--- src/rtl/mux8_scan_ctrl.sv ---
// Scan sequencer for an 8:1 mux: holds a word on D, walks addr through all
// eight selects and rebuilds the sampled F bits into rx_data.
module mux8_scan_ctrl #(
   parameter int unsigned BIT_CYCLES = 4,
   parameter bit          MSB_FIRST  = 1'b0
) (
   input  logic       clk,
   input  logic       rst,
   input  logic       load_valid,
   output logic       load_ready,
   input  logic [7:0] load_data,
   output logic [7:0] D,
   output logic [2:0] addr,
   input  logic       F,
   output logic       bit_strobe,
   output logic       busy,
   output logic       done,
   output logic [7:0] rx_data
);

   typedef enum logic [1:0] {IDLE, SCAN, DONE} state_t;

   localparam logic [2:0] ADDR_START = MSB_FIRST ? 3'd7 : 3'd0;
   localparam logic [7:0] CNT_LAST   = 8'(BIT_CYCLES - 1);

   state_t     state_q;
   logic [7:0] cnt_q;
   logic [2:0] step_q;
   logic [2:0] addr_q, addr_d;
   logic [7:0] data_q;
   logic [7:0] rx_q;
   logic       ready_q, busy_q, done_q;
   logic       strobe;

   // Sample point is the last clock of each step, so F has had the rest of
   // the step to settle after the addr change.
   assign strobe = (state_q == SCAN) && (cnt_q == CNT_LAST);
   assign addr_d = MSB_FIRST ? (addr_q - 3'd1) : (addr_q + 3'd1);

   always_ff @(posedge clk or posedge rst) begin
      if (rst) begin
         state_q <= IDLE;
         cnt_q   <= 8'd0;
         step_q  <= 3'd0;
         addr_q  <= ADDR_START;
         data_q  <= 8'd0;
         rx_q    <= 8'd0;
         ready_q <= 1'b1;
         busy_q  <= 1'b0;
         done_q  <= 1'b0;
      end else begin
         done_q <= 1'b0;
         case (state_q)
            IDLE: begin
               if (load_valid) begin
                  data_q  <= load_data;
                  addr_q  <= ADDR_START;
                  cnt_q   <= 8'd0;
                  step_q  <= 3'd0;
                  rx_q    <= 8'd0;
                  ready_q <= 1'b0;
                  busy_q  <= 1'b1;
                  state_q <= SCAN;
               end
            end
            SCAN: begin
               if (strobe) begin
                  rx_q[addr_q] <= F;
                  cnt_q        <= 8'd0;
                  step_q       <= step_q + 3'd1;
                  // Last bit: park addr at the start value instead of wrapping.
                  if (step_q == 3'd7) begin
                     addr_q  <= ADDR_START;
                     busy_q  <= 1'b0;
                     done_q  <= 1'b1;
                     state_q <= DONE;
                  end else begin
                     addr_q <= addr_d;
                  end
               end else begin
                  cnt_q <= cnt_q + 8'd1;
               end
            end
            DONE: begin
               ready_q <= 1'b1;
               state_q <= IDLE;
            end
            default: state_q <= IDLE;
         endcase
      end
   end

   assign load_ready = ready_q;
   assign D          = data_q;
   assign addr       = addr_q;
   assign bit_strobe = strobe;
   assign busy       = busy_q;
   assign done       = done_q;
   assign rx_data    = rx_q;

endmodule
--- config.mk ---
export PLATFORM = sky130hd
export DESIGN_NAME = mux8_scan_ctrl
export DESIGN_NICKNAME = d
export VERILOG_FILES = /design/src/rtl/mux8_scan_ctrl.sv
export SDC_FILE = /design/constraint.sdc
export NUM_CORES = 1
export LEC_CHECK = 0
export BUFFER_PORTS_ARGS = -buffer_cell sky130_fd_sc_hd__buf_4
export CELL_PAD_IN_SITES_DETAIL_PLACEMENT = 1
export CELL_PAD_IN_SITES_GLOBAL_PLACEMENT = 1
export CORE_ASPECT_RATIO = 0.7
export CORE_MARGIN = 1.5
export CORE_UTILIZATION = 42
export CTS_CLUSTER_SIZE = 12
export DETAILED_ROUTE_END_ITERATION = 10
export PLACE_DENSITY = 0.9
export SYNTH_ARGS = -nofsm -noshare
export SYNTH_HDL_FRONTEND = slang
export SYNTH_SLANG_ARGS = --single-unit
export TNS_END_PERCENT = 10
--- constraint.sdc ---
create_clock -name clk -period 2 [get_ports clk]
set_clock_uncertainty 0.1 [all_clocks]
set_input_delay 0.3 -clock clk [delete_from_list [all_inputs] [get_ports clk]]
set_output_delay 0.3 -clock clk [all_outputs]
set_load 0.03 [all_outputs]
* After elaboration in Yosys (flattened, before gate mapping)
Index checks and enable logic that the tools add are counted.
Storage, ports and cells: input bits 12, register bits after elaboration 35, output and inout port bits 23
Operators by class: equal/unequal tests 7, $lt $le $gt $ge 2, muxes and demuxes 27, $add $sub $neg 3, reduce and logical (&&, ||, !) cells 11
Operator list (count):
- 8-bit case mux with 2 select lines | 2
- 8-bit 2-to-1 mux | 3
- 3-bit 2-to-1 mux | 4
- 3-bit case mux with 2 select lines | 2
- 8-bit by 1-bit adder with 8-bit output, second input constant | 1
- 8-bit bitwise mux | 1
- 8-bit by 2-bit == test with 1-bit output, second input constant | 1
- 1-bit 2-to-1 mux | 8
- 3-bit by 1-bit adder with 3-bit output, second input constant | 2
- 2-bit 2-to-1 mux | 3
- 2-bit AND reduction | 3
- 3-bit AND reduction | 2
- 3-bit by 4-bit < comparator with 1-bit output, second input constant | 1
- 2-bit != test, second input constant | 2
- 1-bit case mux with 2 select lines | 2
- 2-bit case mux with 2 select lines | 1
- 4-bit AND reduction | 1
- 2-bit nonzero test | 2
- 1-bit demux with 3-bit select | 1
- 3-bit == test, second input constant | 1
- 3-bit by 1-bit >= comparator with 1-bit output, second input constant | 1
- 2-bit by 1-bit == test with 1-bit output, second input constant | 1
- 2-bit == test, second input constant | 1
- 1-bit logical AND | 2
- other kinds (2) | 2

* Depth between registers and ports, before layout
Gate-level depths: netlist (run 1).
word-level depth 7, mapped depth 6, depth with buffers taken out 5

* Least setup slack after synthesis (run 1)
OpenSTA, ideal clock, no wires.
path kind reg2reg, from register cnt_q[0], to register rx_q[0], in the netlist rx_data[0], data required time 1808 ps, setup time 92 ps, path slack 279 ps, period minus slack after synthesis 1721 ps, arrival 1529 ps, cell stages (with the launch flop) 7, path through dfrtp_1 -> ha_1 -> nor4b_4 -> and3_1 -> buf_6 -> nand3b_4 -> o31ai_2
Between the ends: longest elaborated chain between the ends 4
RTL lines:
- from (decl) | line 27 | logic [7:0] cnt_q;
- from (signal assigned) | line 81 | cnt_q <= cnt_q + 8'd1;
- 8-bit by 2-bit == test with 1-bit output | line 37 | assign strobe = (state_q == SCAN) && (cnt_q == CNT_LAST);
- 1-bit logical AND | line 37
- via bit_strobe | line 15 | output logic bit_strobe,
- 2-bit != test (no line)
- 3-bit AND reduction (no line)
- to (signal assigned) | line 47 | rx_q <= 8'd0;
- to (signal assigned) | line 60 | rx_q <= 8'd0;
- to (signal, indexed assignment) | line 68 | rx_q[addr_q] <= F;
- to (decl) | line 31 | logic [7:0] rx_q;
The timed path passes the listed nets, and every way through them passes these cells. A chain may end at the register's enable or synchronous reset.

* Worst setup path in the final report (run 1)
from register cnt_q[0], to output port bit_strobe
Between the ends: longest elaborated chain between the ends 2
RTL lines (line):
- 8-bit by 2-bit == test with 1-bit output | 37
- 1-bit logical AND | 37
- to (decl) | 15
Every way passes these cells.

==> impl_results.md, run 1 <==
* CTS Hold Bufs at 0
* DR DRC count at 0
* Largest family of logic cells by synthesized area: compound AO/OA/AOI/OAI gates
* NumNets Final at 209
* Detail Placement HPWL at approximately 3100 µm
* Rows at 18
* Post-synth EDFFs at 0
* Worst Tran Pin Value at 0.7081 ns
* Die W at 78.21 µm
* Cell leakage power at 0.9844 nW
* Synth warn at 0
* Syn Area/Cell at 11.09 µm²
* Core ar. at 0.003649 mm²
* IO Count at 35
* H-tree depth at 2
* Routed vias at 1356
* Total power at 0.003247 W
* Yosys reg bits at 35
* All-Layer GR Usage at 0.2138
* Most frequent cells in the layout: buf_4 (42), dfrtp_1 (34), o21ai_0 (17), mux2_2 (9)
* Share of the synthesized area in the top cell type at 0.5117
* Internal at 0.001846 W
* Initial Util at 0.4558
* Number of global-route vias before repair at 1460
* Final setup violation count at 1
* Fmax at 494.9 MHz
* Minimum clock period at ~2 ns
* XOR/XNOR share of the synthesized area at 0.005267
* NetSw at ~0.0014 W
* Final Slew Violations at 0
* Seq pwr share at 0.383
* WHS at 0.0001597 ns
* Endpoint type of the worst setup path: output port
* Type of the most critical hold path: in -> async
* Area growth from synthesis to layout at 28.44%
* Vias per cell at 5.557
* Die Y at 55.65 µm
* Final worst slack at -0.02059 ns
* Mapped Area at 0.001663 mm²
* Mux contribution to synthesized area at 0.06697
* Initial antenna violation count at 0
* First-pass GRT wire length at 7024 µm
* Ys flop type: dfrtp_1
* Yosys top cell by area: dfrtp_1
* Wire per inst at 17.80 µm
* Final Non-Filler Cells at 244
* Sw Ratio at 0.4314
* Count of cell types in the netlist at 39
* Antenna viol nets, final at 0
* Status: finished with violations
* Placed Instances at around 230
* Tcrit/Tclk final at 1.010
* First-pass iteration count of the detailed router at 5
* Leading cell type in the layout, fill and taps excluded: buf_4
* Failing checks: negative setup slack
* TNS Setup at -0.02059 ns
* VDD IR max at 0.0008283 V
* Slew margin rel. at 0.5269
* Clock Latency Late Sink at 0.30 ns
* Cells after synthesis at 150
* Pin count of the biggest net entering global routing at 36
* Simple-Gate Fraction of Synth Area at 0.1475
* Clock Tree Buf Depth at 2
* CP Max Fanout at 5
* CP Launch Type: flip-flop
* Async set-reset flop share out of synthesis at 1.000
* Max cap viols at 0
* Cell area power density at between 1500 and 2000 mW/mm²
* Fraction of layout cells with a size suffix above 1 at 0.3866
* Number of antenna diodes at 0
* Placer congestion estimate at 0.8086
* CTS tree: built
* Combinational cell fraction of total power at 0.462
* Post-synthesis sequential area ratio at 0.5275
* Setup CP Type: reg -> out
* RSZ-0062 raised after global routing: yes
* Post-synthesis compound-gate area fraction at 0.1866
* Clk sinks at 35
* Num CTS Buffers at 5
* Total Die Area at around 0.0044 mm²
* Worst EP required at roughly 1.6 ns
* Layout Utilization at 0.5854
* Final Hold Fails at 0
* Total grt overflow at 0
* Initial DRC Count at 99
* Post-Synth Adder-Cell Area at 0.03010
* Syn Nets at 166
* CTS clk-pin slew, worst paths at ~0.07 ns
* Clock power frac at 0.155
* Arr. time, crit path at 1.62 ns
* Clock root buffer: clkbuf_8
* Final WL at 4344 µm
* Largest cells by area after synthesis: dfrtp_1 (51%), mux2_2 (6.1%), o21ai_0 (5.4%), ha_1 (3.0%), o21ai_1 (2.1%)
* IO Port Bufs at 34
[layer usage]
layer / global-route usage / vias to the layer above / routed length [µm]
met5: 0 / - / 0
met4: 0.1071 / 0 / 103
met3: 0.04098 / 11 / 218
met2: 0.3528 / 51 / 2090
met1: 0.2694 / 673 / 1933
li1: - / 621 / -
[cell type report]
class,count,area (µm²)
fill,410,1513
timing repair buffer,43,326.6
inverter,6,22.52
clock buffer,6,72.57
sequential,35,877.1
tap,50,62.56
clock inverter,2,12.51
multi-input combinational,102,762.0
[power by group through the flow]
stage | registers, W | clock network [W] | logic [W]
after detailed placement | 0.00125 | 0 | 0.00136
after CTS | 0.00123 | 0.000513 | 0.00147
after global routing | 0.00128 | 0.000548 | 0.00161
after floorplan | 0.00143 | 0 | 0.000677
after global placement | 0.00121 | 0 | 0.00127
final | 0.00124 | 0.000502 | 0.00150
[final timing paths]
path / from / endpoint / slack (ns) / depth (start not counted)
setup / recovery: cnt_q[0]$_DFFE_PP0P_ / bit_strobe / -0.02 / 4
hold / removal: rst / D[0]$_DFFE_PP0P_ / 0.0002 / 3
setup reg to reg: state_q[0]$_DFFE_PP0P_ / cnt_q[2]$_DFFE_PP0P_ / 0.03 / 4
hold reg to reg: D[2]$_DFFE_PP0P_ / D[2]$_DFFE_PP0P_ / 0.41 / 1
max in group asynchronous: rst / load_ready$_DFFE_PP1P_ / 1.47 / 3
min in group clk: load_data[2] / D[2]$_DFFE_PP0P_ / 0.14 / 2
[what timing repair did]
item,in CTS,in global routing
cloned,0,0
resized for setup,3,5
pin swaps,1,2
buffers inserted,5,0
setup endpoints to repair,11,14
[synthesized netlist by cell type (2+ instances only)]
master / number
ha_1: 4
a22o_2: 2
o21ai_1: 7
o21ai_0: 18
and2_2: 2
mux2_2: 9
a21oi_1: 6
a31oi_1: 4
nand2b_1: 3
or3_1: 2
inv_1: 6
o31ai_2: 2
a22o_1: 2
a21o_1: 2
clkbuf_1: 3
dfrtp_1: 34
buf_2: 3
nor2_1: 8
nand3_1: 2
o21a_1: 3
nand2_1: 8
nand4_1: 3
[state kept, by name, summed over array words and instances (netlist names)]
name / flops
busy: 1
addr: 3
rx_data: 8
load_ready: 1
done: 1
step_q: 3
D: 8
cnt_q: 8
state_q: 2
[logic make-up after synthesis]
| group | after synthesis |
|---|---|
| flip-flops | 35 |
| multiplexers | 10 |
| XOR/XNOR | 1 |
| adder cells (fa/ha/maj) | 4 |
| AO/OA/AOI/OAI | 49 |
| buffers and inverters | 13 |
| AND/OR/NAND/NOR | 38 |
[worst max-delay path, cell delays in order, from the launching register on]
cell	delay [ns]
dfrtp_1	0.41
ha_4	0.18
nor4b_4	0.35
and3_4	0.27
buf_6	0.13
[through the flow]
| stage | cell area (µm²) | setup slack (ns) |
|---|---|---|
| global route | 2136 | -0.09003 |
| floorplan | 1663 | 0.2792 |
| detailed placement | 1973 | -0.05544 |
| global placement | 1973 | 0.1444 |
| finish | 2136 | -0.02059 |
| CTS | 2113 | 0.002756 |
(Power assumes the default switching activity.)
==> run 2, diff against run 1 <==
==> constraint.sdc (replaced) <==
create_clock -name clk -period 2 [get_ports clk]
set_clock_uncertainty 0.1 [all_clocks]
set_input_delay 0.3 -clock clk [delete_from_list [all_inputs] [get_ports clk]]
set_output_delay 0.3 -clock clk [all_outputs]
set_load 0.005 [all_outputs]
==> run 2 against run 1 <==
Net effect:
- the run still ends with negative setup slack left
- die area unchanged
- sequential share of layout area is 0.22 points lower
- non-clock buffer count increased by 3
- critical endpoint is now rx_data[3]$_DFFE_PP0P_
- largest cell class unchanged
==> impl_results.md, run 2 (synthesized netlist as in run 1, its figures left out) <==
* Final non-filler cell area at 0.002147 mm² (+0.53%)
* CTS Hold Bufs at 0 (unchanged)
* Area growth from synthesis to layout at 29.12%
* Tcrit/Tclk final at 1.008 (-0.002778)
* Filler instances at 393 (-4.1%)
* Rows at 18 (unchanged)
* Vias per cell at 5.684 (+2.3%)
* RSZ-0062 raised after global routing: yes
* NetSw at 0.001132 W (-19%)
* Final Slew Violations at 0 (unchanged)
* Die W at 78.21 µm (unchanged)
* Seq pwr share at 0.412 (+0.029)
* Number of global-route vias before repair at 1486 (+1.8%)
* Routed vias at 1404 (+3.5%)
* Grt peak-use layer: met2
* Met1 Resource Use GR at 0.2824 (+0.01302)
* Pin count of the biggest net entering global routing at 36 (unchanged)
* All-Layer GR Usage at 0.2273 (+0.01351)
* Antenna viol nets, final at 0 (unchanged)
* Slew margin rel. at 0.5651 (+0.03823)
* Endpoint type of the worst setup path: flip-flop
* Leading cell type in the layout, fill and taps excluded: buf_4
* Reg2reg end: rx_data[3]$_DFFE_PP0P_
* Placer congestion estimate at 0.7830 (-3.2%)
* Clk sinks at 35 (unchanged)
* Minimum clock period at 2.015 ns (-0.005556 ns)
* VDD IR max at 0.0007425 V (-10%)
* Clock power frac at 0.172 (+0.017)
* R2R Setup Slk at -0.02 ns (-0.05 ns)
* Total power at 0.002985 W (-8.1%)
* Clock Tree Buf Depth at 2 (unchanged)
* Initial Util at 0.4558 (unchanged)
* Register-to-Register Path Depth at 6 (+2)
* Die Y at 55.65 µm (unchanged)
* Type of the most critical hold path: in -> async
* Final setup violation count at 1 (unchanged)
* Placement Setup Slack at 0.006420 ns (+0.06186 ns)
* Cell leakage power at 0.9966 nW (+1.2%)
* Number of antenna diodes at 0 (unchanged)
* H-tree depth at 2 (unchanged)
* Total grt overflow at 0 (unchanged)
* First-pass iteration count of the detailed router at 4 (-1)
* Fmax at 496.3 MHz (+0.28%)
* Final Hold Fails at 0 (unchanged)
* Most frequent cells in the layout: buf_4 (45), dfrtp_1 (34), o21ai_0 (17), mux2_2 (9)
* Core ar. at 0.003649 mm² (unchanged)
* IO Count at 35 (unchanged)
* Combinational cell fraction of total power at 0.416 (-0.046)
* Initial antenna violation count at 0 (unchanged)
* Cell area power density at 1390 mW/mm² (-8.5%)
* Worst EP required at 2.05 ns (+0.45 ns)
* NumNets Final at 212 (+1.4%)
* Wire per inst at 19.12 µm (+7.4%)
* CTS clk-pin slew, worst paths at 0.07 ns (about the same)
* Grt met2 use at 0.3839 (+0.03106)
* Arr. time, crit path at 2.07 ns (+0.45 ns)
* Final WL at 4723 µm (+8.7%)
* Total Die Area at 0.004352 mm² (unchanged)
* Sw Ratio at 0.3792 (-0.05220)
* Status: finished with violations
* IO Port Bufs at 34 (unchanged)
* Final worst slack at -0.01503 ns (+0.005556 ns)
* DR DRC count at 0 (unchanged)
* Clock Latency Late Sink at 0.29 ns (about the same)
* TNS Setup at -0.01503 ns (+0.005556 ns)
* GR Layer Usage met3 at 0.05410 (+0.01311)
* CTS tree: built
* Placement Cell Area at 0.001988 mm² (+0.76%)
* Num CTS Buffers at 5 (unchanged)
* Setup CP Type: reg -> reg
* Detail Placement HPWL at 3083 µm (+0.99%)
* R2R Path Start: cnt_q[0]$_DFFE_PP0P_
* Initial DRC Count at 62 (-37%)
* CP Launch Type: flip-flop
* CP Max Fanout at 16 (+11)
* Internal at 0.001853 W (+0.39%)
* Worst Tran Pin Value at 0.6499 ns (-0.05822 ns)
* Max cap viols at 0 (unchanged)
* Fraction of layout cells with a size suffix above 1 at 0.4010 (+0.01442)
* Clock root buffer: clkbuf_8
* First-pass GRT wire length at 7445 µm (+6.0%)
* Failing checks: negative setup slack
run 2: changes by cell type in the layout (fill, tap and decap cells not counted), sizes merged:
cell	change
buf	+3
run 2: repair_timing:
item / in CTS / in global routing
gates cloned: 0 / 0
setup endpoints to repair: 3 / 19
gates resized for setup: 2 / 6
buffers inserted: 2 / 4
pin swaps: 1 / 2
hold endpoints to repair: 0 / 0
run 2: power groups by stage:
stage	Sequential, W	Combinational (W)	Clock (W)
floorplan	0.00114	0.000664	0
global placement	0.00120	0.00100	0
detailed placement	0.00123	0.00109	0
CTS	0.00122	0.00114	0.000520
global route	0.00126	0.00135	0.000546
finish	0.00123	0.00124	0.000513
run 2: cell type report:
class	count	area, µm²	area share
flip-flops and latches	35	877.1	0.4085
clock inverters	2	12.51	0.005828
multi-input cells	102	750.7	0.3497
clock buffers	6	72.57	0.03380
well taps	50	62.56	0.02914
repair buffers	46	349.1	0.1626
inverters	6	22.52	0.01049
run 2: how the worst max path moves through the flow:
stage / start / endpoint / slack (ns) / depth (start not counted)
2_1_floorplan: cnt_q[0]$_DFFE_PP0P_ / rx_data[2]$_DFFE_PP0P_ / 0.28 / 6
3_3_place_gp: cnt_q[0]$_DFFE_PP0P_ / busy$_DFFE_PP0P_ / 0.16 / 6
3_5_place_dp: cnt_q[0]$_DFFE_PP0P_ / rx_data[6]$_DFFE_PP0P_ / 0.006 / 5
4_1_cts: cnt_q[0]$_DFFE_PP0P_ / rx_data[6]$_DFFE_PP0P_ / -0.006 / 5
5_1_grt: cnt_q[0]$_DFFE_PP0P_ / rx_data[3]$_DFFE_PP0P_ / -0.18 / 6
6_report: cnt_q[0]$_DFFE_PP0P_ / rx_data[3]$_DFFE_PP0P_ / -0.02 / 6
run 2: layer usage:
metal / share of wire / up-vias
li1: - / 637
met1: 0.40 / 710
met5: 0 / -
met3: 0.053 / 8
met2: 0.53 / 49
met4: 0.015 / 0
run 2: through the flow:
step | hold WS, ns | util | instances
5_1_grt | 0.03728 | 0.5885 | 247
2_1_floorplan | 0.3517 | - | 150
3_5_place_dp | 0.3377 | 0.5449 | 233
6_report | 0.006410 | 0.5885 | 247
3_3_place_gp | 0.3227 | 0.5449 | 233
4_1_cts | 0.01794 | 0.5737 | 243
run 2: worst max-delay path, stage by stage, from the launching register on:
cell and delay (ns):
dfrtp_1 0.41, ha_2 0.22, nor4b_4 0.30, buf_4 0.19, a31oi_4 0.19, o21ai_0 0.29, o21ai_0 0.17
